--- src/rtl/inst_fetch_if.sv ---
// inst_fetch_if: bridge between the CPU fetch stage and an SRAM-like instruction bus.
// A one-entry tagged buffer holds the last fetched instruction. Holding the PC
// therefore costs no bus traffic. A redirect is handled by a tag mismatch, which
// starts a new fetch.
//
// Parameters:
//   MAP_KSEG  - when 1, a PC with pc[31:30]==2'b10 is issued as {3'b000, pc[28:0]}
//   NOP_INSTR - instruction returned on a miss or for a misaligned PC
//
// Optional feature (compile-time macro INST_FETCH_BYPASS_EN):
//   In WAIT, data_ok for the current pcF is forwarded to instrF in the same cycle.
//
// Ports:
//   clk, rst       - clock, asynchronous active-high reset
//   pcF            - fetch PC from the datapath
//   instrF         - instruction for pcF (NOP_INSTR on a miss)
//   stall_by_iram  - fetch not yet satisfied; the datapath holds pcF
//   inst_req       - bus request, held until inst_addr_ok
//   inst_wr        - always 0 (read only)
//   inst_size      - always 2'b10 (word)
//   inst_addr      - physical fetch address; 0 while inst_req is low
//   inst_wdata     - always 0
//   inst_addr_ok   - the bus accepted the request
//   inst_data_ok   - inst_rdata is valid
//   inst_rdata     - read data
module inst_fetch_if #(
  parameter bit          MAP_KSEG  = 1'b1,
  parameter logic [31:0] NOP_INSTR = 32'h0000_0000
) (
  input  logic        clk,
  input  logic        rst,
  input  logic [31:0] pcF,
  output logic [31:0] instrF,
  output logic        stall_by_iram,
  output logic        inst_req,
  output logic        inst_wr,
  output logic [1:0]  inst_size,
  output logic [31:0] inst_addr,
  output logic [31:0] inst_wdata,
  input  logic        inst_addr_ok,
  input  logic        inst_data_ok,
  input  logic [31:0] inst_rdata
);

  typedef enum logic [1:0] {StIdle, StReq, StWait} state_e;

  state_e      state;
  logic        buf_valid;
  logic [31:0] buf_pc;
  logic [31:0] buf_instr;
  logic [31:0] req_pc;
  logic        req;
  logic [31:0] addr;

  logic aligned;
  logic hit;

  function automatic logic [31:0] map_addr(input logic [31:0] pc);
    if (MAP_KSEG && (pc[31:30] == 2'b10)) begin
      return {3'b000, pc[28:0]};
    end
    return pc;
  endfunction

  assign aligned = (pcF[1:0] == 2'b00);
  assign hit     = buf_valid && (buf_pc == pcF);

  assign inst_req   = req;
  assign inst_addr  = addr;
  assign inst_wr    = 1'b0;
  assign inst_size  = 2'b10;
  assign inst_wdata = 32'h0;

  always_comb begin
    instrF        = hit ? buf_instr : NOP_INSTR;
    // Stall is masked during reset so the datapath is not frozen while in reset.
    stall_by_iram = !rst && aligned && !hit;
`ifdef INST_FETCH_BYPASS_EN
    if ((state == StWait) && inst_data_ok && (req_pc == pcF)) begin
      instrF        = inst_rdata;
      stall_by_iram = 1'b0;
    end
`endif
  end

  // The request and address are registered. They cannot move while inst_req is
  // high, even if pcF changes.
  always_ff @(posedge clk or posedge rst) begin
    if (rst) begin
      state     <= StIdle;
      buf_valid <= 1'b0;
      buf_pc    <= 32'h0;
      buf_instr <= NOP_INSTR;
      req_pc    <= 32'h0;
      req       <= 1'b0;
      addr      <= 32'h0;
    end else begin
      unique case (state)
        StIdle: begin
          if (aligned && !hit) begin
            req_pc <= pcF;
            req    <= 1'b1;
            addr   <= map_addr(pcF);
            state  <= StReq;
          end
        end
        StReq: begin
          if (inst_addr_ok) begin
            req   <= 1'b0;
            addr  <= 32'h0;
            state <= StWait;
          end
        end
        StWait: begin
          // Fill under req_pc, not pcF. After a redirect the stale entry misses
          // and the fetch is reissued for the new PC.
          if (inst_data_ok) begin
            buf_pc    <= req_pc;
            buf_instr <= inst_rdata;
            buf_valid <= 1'b1;
            state     <= StIdle;
          end
        end
        default: begin
          req   <= 1'b0;
          addr  <= 32'h0;
          state <= StIdle;
        end
      endcase
    end
  end

endmodule

--- config.mk ---
export PLATFORM = sky130hd
export DESIGN_NAME = inst_fetch_if
export DESIGN_NICKNAME = d
export VERILOG_FILES = /design/src/rtl/inst_fetch_if.sv
export SDC_FILE = /design/constraint.sdc
export NUM_CORES = 1
export LEC_CHECK = 0
export BUFFER_PORTS_ARGS = -buffer_cell sky130_fd_sc_hd__buf_2
export CAP_MARGIN = 15
export CORE_UTILIZATION = 56
export CTS_CLUSTER_SIZE = 25
export DETAILED_ROUTE_END_ITERATION = 6
export PLACE_DENSITY_LB_ADDON = 0.12
export REMOVE_ABC_BUFFERS = 1
export SLEW_MARGIN = 10
export SYNTH_ARGS = -nofsm -noshare
export SYNTH_HDL_FRONTEND = slang
export SYNTH_SLANG_ARGS = --single-unit
--- constraint.sdc ---
create_clock -name clk -period 10.15 [get_ports clk]
set_input_delay 0.5075 -clock clk [delete_from_list [all_inputs] [get_ports clk]]
set_output_delay 0.5075 -clock clk [all_outputs]
set_load 0.05 [all_outputs]
==> out/qor_table.md, run 1 <==
| Step | Quantity | Value |
|:---|:---|:---|
| run status | Result of the run | finished, final reports clean |
| final layout | Final standard cell count with taps included and fillers excluded | 691 |
| sta | Final worst hold slack | 8.91 ps |
| global routing | Wire length of the first global-routing pass | 16,300 µm |
| synthesis | Synth top cells by count | 132 x dfrtp_1, 94 x mux2_2, 36 x and2_1 |
| clock network | Clock input transition at the sequential cells of the worst setup and hold paths | 60 ps |
| setup path | Data arrival time of the worst path | 2710 ps |
| place | Cell count after placement | 660 |
| detailed routing | Detailed-route wire length per cell | 15.1 µm |
| synthesis | Syn Area/Cell | 13.9 µm² |
| synthesis | Post-Syn Instances | 411 |
| sta | Clock period minus worst slack | 3210 ps |
| place | Quantity of I/O buffers inserted on ports | 133 |
| sta | Timing-limited maximum frequency | 311 MHz |
| synthesis | Largest area contributor in the netlist | dfrtp_1 |
| place | Area after DPL | 6330 µm² |
| detailed routing | Final Routed Wirelength | 10,400 µm |
| power and ir drop | Power Total | 1.94 mW |
| synthesis | Proportion of synthesized chip area in sequential cells | 57.9% |
| sta | Post-route setup TNS | 0 ps |
| sta | Final Skew | 7.73 ps |
| setup path | Count of cells along the worst register-to-register path | 8 |
| global routing | Global Route Usage Sum | 20.8% |
| detailed routing | Pre-Repair DR Iteration Count | 4 |
| setup path | Peak fanout along the critical path | 31 |
| setup path | Origin of the critical flop-to-flop path | buf_pc[11]$_DFFE_PP0P_ |
| final layout | Fraction of final layout cells sized beyond drive strength 1 | 47.5% |
| synthesis | Most frequently used flop master after synthesis | dfrtp_1 |
| detailed routing | Total met3 wirelength after detailed routing | 584 µm |
| global routing | Number of antenna violations at the first check in global routing | 0 |
| clock network | Root Driver | clkbuf_8 |
| sta | Fin crit share | 31.7% |
| sta | Headroom to the max-slew limit | 48.4% |
| power and ir drop | Leakage dissipation | 3.51 nW |
| setup path | Crit Reg-Reg Endpoint | inst_addr[4]$_DFFE_PP0P_ |
| sta | Hold Fails Final Rpt | 0 |
| detailed routing | Total met2 wirelength after detailed routing | 5110 µm |
| clock network | Post-cts hold buffer count | 0 |
| synthesis | Flops & latches, synth | 132 |
| clock network | Max clock buf depth | 2 |
| place | Routability-driven placement congestion ratio | 0.714 |
| floorplan | Num ports | 169 |
| clock network | Clock tree from TritonCTS | done |
| sta | RSZ-0062 raised after global routing | no |
| setup path | Worst reg2reg setup slack | 7130 ps |
| detailed routing | Antenna Violating Nets Remaining | 0 |
| power and ir drop | Total power divided by cell area | 280 nW/µm² |
| floorplan | Die H | 103 µm |
| detailed routing | Drt initial violations | 130 |
| final layout | Number of nets at the end of the flow | 616 |
| floorplan | Die X | 103 µm |
| clock network | Inserted Clock Buffers | 17 |
| clock network | Clock sink count | 132 |
| detailed routing | Topmost layer with routed signal wires | met4 |
| clock network | Post-CTS sizing | 0 |
| synthesis | Fraction of synthesized cell area taken by the top area cell type | 57.9% |
| synthesis | Proportion of register bits with asynchronous set or reset after synthesis | 100% |
| setup path | Worst Setup Path Type | flip-flop to output pin |
| floorplan | Site row count | 36 |
| global routing | Remaining Overflow, GRT | 0 |
| sta | Setup slack after layout | 6940 ps |
| detailed routing | Met1 wire length | 4610 µm |
| clock network | CTS HTree Levels | 4 |
| final layout | Antenna diode count | 0 |
| place | Worst slack at placement | 6390 ps |
| setup path | Required time of the critical path | 9640 ps |
| final layout | Core utilization of the finished layout | 70.8% |
| sta | Final setup violation count | 0 |
| final layout | Fillers | 712 |
| setup path | Type of element launching the critical path | flip-flop |
| place | HPWL Detailed | 6920 µm |
| job | Number of max-cap violations | 0 |
| synthesis | Cell variety after synth | 26 |
| final layout | Non-Filler Cell Area, Final | 6950 µm² |
| hold path | Hold Crit Class | input pin to asynchronous set/reset pin |
| floorplan | Floorplan core area | 9820 µm² |
| synthesis | Post-synth EDFFs | 0 |
| floorplan | Total Die Area | 10,600 µm² |
| detailed routing | Routed via count divided by cell count | 5.11 |
| detailed routing | Number of DRC violations after detailed routing | 0 |
| sta | Worst-Margin Slew | 774 ps |
| clock network | Number of post-CTS setup repair buffers | 0 |
| synthesis | Most frequent cell after synthesis | dfrtp_1 |
| synthesis | Post-synthesis instance area | 5710 µm² |
| global routing | Number of global-route vias before repair | 3,359 |
| detailed routing | Via count of the routed design | 3,533 |
| synthesis | Top post-synthesis cells by area | dfrtp_1 58%, mux2_2 19%, xor2_1 4.8%, buf_4 4.6%, a22o_1 4.3% |
| global routing | Pin count of the biggest net entering global routing | 89 |
| floorplan | Effective utilization at floorplan | 58.1% |
| clock network | Insertion delay of the later-clocked pin in the worst-skew pair | 510 ps |
| final layout | Layout Area Growth over Synthesis | 21.7% |
| setup path | Worst setup EP type | output pin |
| synthesis | Number of warnings printed during yosys synthesis | 0 |
| sta | Max-slew violation count | 0 |
| power and ir drop | Max IR drop VDD | 170 µV |
-- registers in the layout, summed over array words and instances, names as in the netlist --
name / flops
buf_instr: 32
buf_pc: 32
buf_valid: 1
inst_addr: 32
inst_req: 1
req_pc: 32
state: 2
-- cell usage in the layout, fill, tap and decap left out, types with 2 or more instances in the layout --
cell and count:
buf_2 133, o21ai_0 2, and2_1 36, nand3_1 2, clkinv_2 2, nand2_1 2, mux2_2 94, a22o_1 28
nor4_1 7, nand2b_1 5, nor3_1 3, clkbuf_16 16, a32o_1 2, clkbuf_8 7, conb_1 35, dfrtp_1 132
buf_4 5, xor2_1 31, clkbuf_1 2, bufinv_16 2
-- worst max path at each step --
| stage | startpoint | endpoint | slack, ps | cells after the start |
|---|---|---|---|---|
| 3_3_place_gp | pcF[11] | inst_addr[25]$_DFFE_PP0P_ | 6490 | 8 |
| 4_1_cts | buf_pc[11]$_DFFE_PP0P_ | instrF[4] | 6400 | 6 |
| 5_1_grt | buf_pc[11]$_DFFE_PP0P_ | instrF[4] | 6770 | 7 |
| 3_5_place_dp | pcF[11] | inst_addr[20]$_DFFE_PP0P_ | 6390 | 8 |
| 6_report | buf_pc[11]$_DFFE_PP0P_ | instrF[4] | 6940 | 7 |
| 2_1_floorplan | rst | buf_instr[0]$_DFFE_PP0P_ | 6120 | 1 |
-- metal layers --
metal,up-vias,track usage (%)
met3,12,4.88
met5,-,0
met1,1764,26.9
li1,1629,-
met4,0,9.32
met2,128,33.6
-- critical path, stage by stage (launching register included) --
cell and delay (ps):
dfrtp_1 380, xor2_1 140, nor4_1 370, nand4_1 230
nor3_4 370, buf_8 230, and2_1 180, buf_2 270
-- power by group --
part	internal [mW]	total (mW)	leakage, nW	switching, mW
Sequential	0.732	0.835	1.62	0.103
Combinational	0.227	0.521	1.60	0.294
Clock	0.384	0.587	0.286	0.203
Total	1.34	1.94	3.51	0.600
-- final cells by class --
cell class	instances	area, µm²	area share [%]
multi-input combinational	255	2150	30.9
inverter	2	12.5	0.180
sequential	132	3300	47.5
clock buffer	25	504	7.26
clock inverter	4	70.1	1.01
timing repair buffer	140	746	10.7
tap	133	166	2.40
-- cell families (layout without fill, tap and decap cells) --
group | count (synthesis) | after routing | share of synthesized area, %
xor gates and xnor gates | 32 | 32 | 4.91
muxes | 94 | 94 | 18.5
and+or+nand+nor | 60 | 60 | 6.62
other | 2 | 35 | 0.132
AOI/OAI and AO/OA | 34 | 34 | 5.13
DFF | 132 | 132 | 57.9
buffers and inverters | 57 | 171 | 6.80
(Power assumes the default switching activity.)
==> run 2: changes to the inputs <==
--- a/config.mk
+++ b/config.mk
@@ -7,7 +7,7 @@
 export LEC_CHECK = 0
 export BUFFER_PORTS_ARGS = -buffer_cell sky130_fd_sc_hd__buf_2
 export CAP_MARGIN = 15
-export CORE_UTILIZATION = 56
+export CORE_UTILIZATION = 52
 export CTS_CLUSTER_SIZE = 25
 export DETAILED_ROUTE_END_ITERATION = 6
 export PLACE_DENSITY_LB_ADDON = 0.12
==> constraint.sdc (replaced) <==
create_clock -name clk -period 3 [get_ports clk]
set_input_delay 0.15 -clock clk [delete_from_list [all_inputs] [get_ports clk]]
set_output_delay 0.15 -clock clk [all_outputs]
set_load 0.05 [all_outputs]
==> out/qor_table.md, run 2 (same netlist as run 1, synthesis figures left out) <==
| Step | Quantity | Value | Change |
|:---|:---|:---|:---|
| setup path | Worst reg2reg setup slack | 590 ps | was 7130 ps |
| setup path | Data arrival time of the worst path | 2650 ps | was 2710 ps |
| setup path | Slowest stage cell on the critical path | dfrtp_1 | unchanged |
| setup path | Beginning of the critical path | buf_pc[2]$_DFFE_PP0P_ | was buf_pc[11]$_DFFE_PP0P_ |
| setup path | Critical-path cell list | xor2_1 > nor4_2 > nand4_1 > nor3_4 > buf_4 > and2_1 > buf_2 | was xor2_1 > nor4_1 > nand4_1 > nor3_4 > buf_8 > and2_1 > buf_2 |
| clock network | Root Driver | clkbuf_8 | unchanged |
| clock network | Clock sink count | 132 | unchanged |
| hold path | Hold Path Origin | pcF[0] |  |
| power and ir drop | Leakage dissipation | 3.78 nW | was 3.51 nW |
| final layout | Antenna diode count | 0 | unchanged |
| setup path | Largest stage delay on the critical path | 390 ps | was 380 ps |
| clock network | Inserted Clock Buffers | 17 | unchanged |
| final layout | Fillers | 687 | was 712 |
| power and ir drop | Max IR drop VDD | 639 µV | was 170 µV |
| global routing | Wire length of the first global-routing pass | 18,500 µm | was 16,300 µm |
| setup path | Peak fanout along the critical path | 35 | was 31 |
| floorplan | Num ports | 169 | unchanged |
| final layout | Core utilization of the finished layout | 73.2% | was 70.8% |
| sta | Final worst hold slack | 181 ps | was 8.91 ps |
| clock network | Clock input transition at the sequential cells of the worst setup and hold paths | 60 ps | about the same |
| floorplan | Site row count | 37 | was 36 |
| floorplan | Die H | 107 µm | was 103 µm |
| final layout | Number of nets at the end of the flow | 681 | was 616 |
| floorplan | Floorplan core area | 10,500 µm² | was 9820 µm² |
| sta | Final Skew | 10.0 ps | was 7.73 ps |
| sta | Worst-Margin Slew | 875 ps | was 774 ps |
| floorplan | Total Die Area | 11,400 µm² | was 10,600 µm² |
| sta | Headroom to the max-slew limit | 41.7% | was 48.4% |
| global routing | Number of antenna violations at the first check in global routing | 0 | unchanged |
| power and ir drop | Total power divided by cell area | 892 nW/µm² | was 280 nW/µm² |
| place | HPWL Detailed | 6920 µm | about the same |
| detailed routing | Via count of the routed design | 3,745 | was 3,533 |
| final layout | Fraction of final layout cells sized beyond drive strength 1 | 43.3% | was 47.5% |
| clock network | Max clock buf depth | 2 | unchanged |
| global routing | Number of global-route vias before repair | 3,731 | was 3,359 |
| sta | Max-slew violation count | 0 | unchanged |
| setup path | Required time of the critical path | 2850 ps | was 9640 ps |
| global routing | Remaining Overflow, GRT | 0 | unchanged |
| final layout | Layout Area Growth over Synthesis | 34.1% | was 21.7% |
| sta | Final setup violation count | 0 | unchanged |
| detailed routing | Antenna Violating Nets Remaining | 0 | unchanged |
| place | Routability-driven placement congestion ratio | 0.725 | was 0.714 |
| detailed routing | Detailed-route wire length per cell | 15.1 µm | about the same |
| final layout | Final standard cell count with taps included and fillers excluded | 762 | was 691 |
| place | Worst slack at placement | 474 ps | was 6390 ps |
| final layout | Commonest non-fill, non-tap cell in the layout | buf_2 | unchanged |
| setup path | Worst Setup Path Type | flip-flop to output pin | unchanged |
| global routing | Global Route Usage Sum | 21.2% | was 20.8% |
| detailed routing | Drt initial violations | 170 | was 130 |
| detailed routing | Final Routed Wirelength | 11,500 µm | was 10,400 µm |
| job | Number of max-cap violations | 0 | unchanged |
| clock network | Number of post-CTS setup repair buffers | 0 | unchanged |
| sta | Fin crit share | 93.4% |  |
| sta | RSZ-0062 raised after global routing | no | unchanged |
| sta | Clock period minus worst slack | 2800 ps |  |
| sta | Timing-limited maximum frequency | 357 MHz |  |
| detailed routing | Number of DRC violations after detailed routing | 0 | unchanged |
| detailed routing | Routed via count divided by cell count | 4.91 | was 5.11 |
| clock network | Insertion delay of the later-clocked pin in the worst-skew pair | 520 ps | was 510 ps |
| sta | Hold Fails Final Rpt | 0 | unchanged |
| final layout | Area taken by flip-flops and latches | 3300 µm² | unchanged |
| detailed routing | Pre-Repair DR Iteration Count | 4 | unchanged |
| hold path | Hold Crit Class | input pin to flip-flop | was input pin to asynchronous set/reset pin |
| final layout | Most frequent cells in the layout | 133 x buf_2, 132 x dfrtp_1, 94 x mux2_2 | unchanged |
| setup path | Count of cells along the worst register-to-register path | 8 | unchanged |
| setup path | Capture point of the worst path | instrF[31] | was instrF[4] |
| sta | Setup slack after layout | 199 ps | was 6940 ps |
| setup path | Type of element launching the critical path | flip-flop | unchanged |
| global routing | Pin count of the biggest net entering global routing | 133 | was 89 |
| clock network | Clock tree from TritonCTS | done | unchanged |
| clock network | CTS HTree Levels | 4 | unchanged |
| floorplan | Effective utilization at floorplan | 54.6% | was 58.1% |
| place | Quantity of I/O buffers inserted on ports | 133 | unchanged |
| floorplan | Die X | 107 µm | was 103 µm |
| setup path | Origin of the critical flop-to-flop path | buf_pc[2]$_DFFE_PP0P_ | was buf_pc[11]$_DFFE_PP0P_ |
| run status | Result of the run | finished, final reports clean | unchanged |
| setup path | Worst setup EP type | output pin | unchanged |
| setup path | Crit Reg-Reg Endpoint | inst_addr[8]$_DFFE_PP0P_ | was inst_addr[4]$_DFFE_PP0P_ |
| place | Cell count after placement | 664 | was 660 |
| final layout | Area occupied by multi-input gates | 2160 µm² | was 2150 µm² |
==> run 2: area by class of cell <==
type	count	share of cell area [%]
Clock buffer	19	5.77
Inverter	2	0.196
Timing Repair Buffer	205	18.1
Tap cell	136	2.22
Clock inverter	13	2.37
Sequential cell	132	43.2
Multi-Input combinational cell	255	28.2
==> run 2: stage by stage <==
| step | area, µm² | TNS (ps) | total power [mW] |
|---|---|---|---|
| 6_report | 7650 | 0 | 6.83 |
| 3_5_place_dp | 6350 | 0 | 4.64 |
| 3_3_place_gp | 6350 | 0 | 4.55 |
| 2_1_floorplan | 5450 | -89240 | 4.19 |
| 5_1_grt | 7650 | 0 | 7.18 |
| 4_1_cts | 7640 | 0 | 6.86 |
==> run 2: power by group <==
part	internal (mW)	total [mW]	switching, mW
clock	1.39	2.14	0.747
sequential	2.48	2.83	0.353
combinational	0.834	1.86	1.03
total	4.70	6.83	2.13
==> run 2: repair_timing <==
item | CTS | global route
resized for setup | 0 | 2
hold endpoints to repair | 138 | 0
setup endpoints to repair | 0 | 32
hold buffers | 66 | 0
==> run 2: worst min path at each step <==
stage / depth (start not counted) / endpoint / slack (ps)
after floorplan: 1 / state[0]$_DFFE_PP0P_ / 260
after global placement: 2 / state[1]$_DFFE_PP0P_ / 360
after detailed placement: 2 / state[1]$_DFFE_PP0P_ / 370
after CTS: 5 / inst_req$_DFFE_PP0P_ / 170
after global routing: 5 / inst_req$_DFFE_PP0P_ / 250
final: 5 / inst_req$_DFFE_PP0P_ / 180
==> run 2: critical path: cells and delay by family (launching register included) <==
kind          cells  cell delay (ps)
flops             1              390
buf+inv           2              590
xor+xnor          1              150
simple gates      4             1000
==> run 2: routing by layer <==
metal | vias up | wire length [µm] | GRT usage [%]
met5 | - | 0 | 0
met4 | 0 | 107 | 7.05
met3 | 10 | 608 | 5.05
met2 | 127 | 5510 | 34.7
met1 | 1842 | 5250 | 27.8
li1 | 1766 | - | -
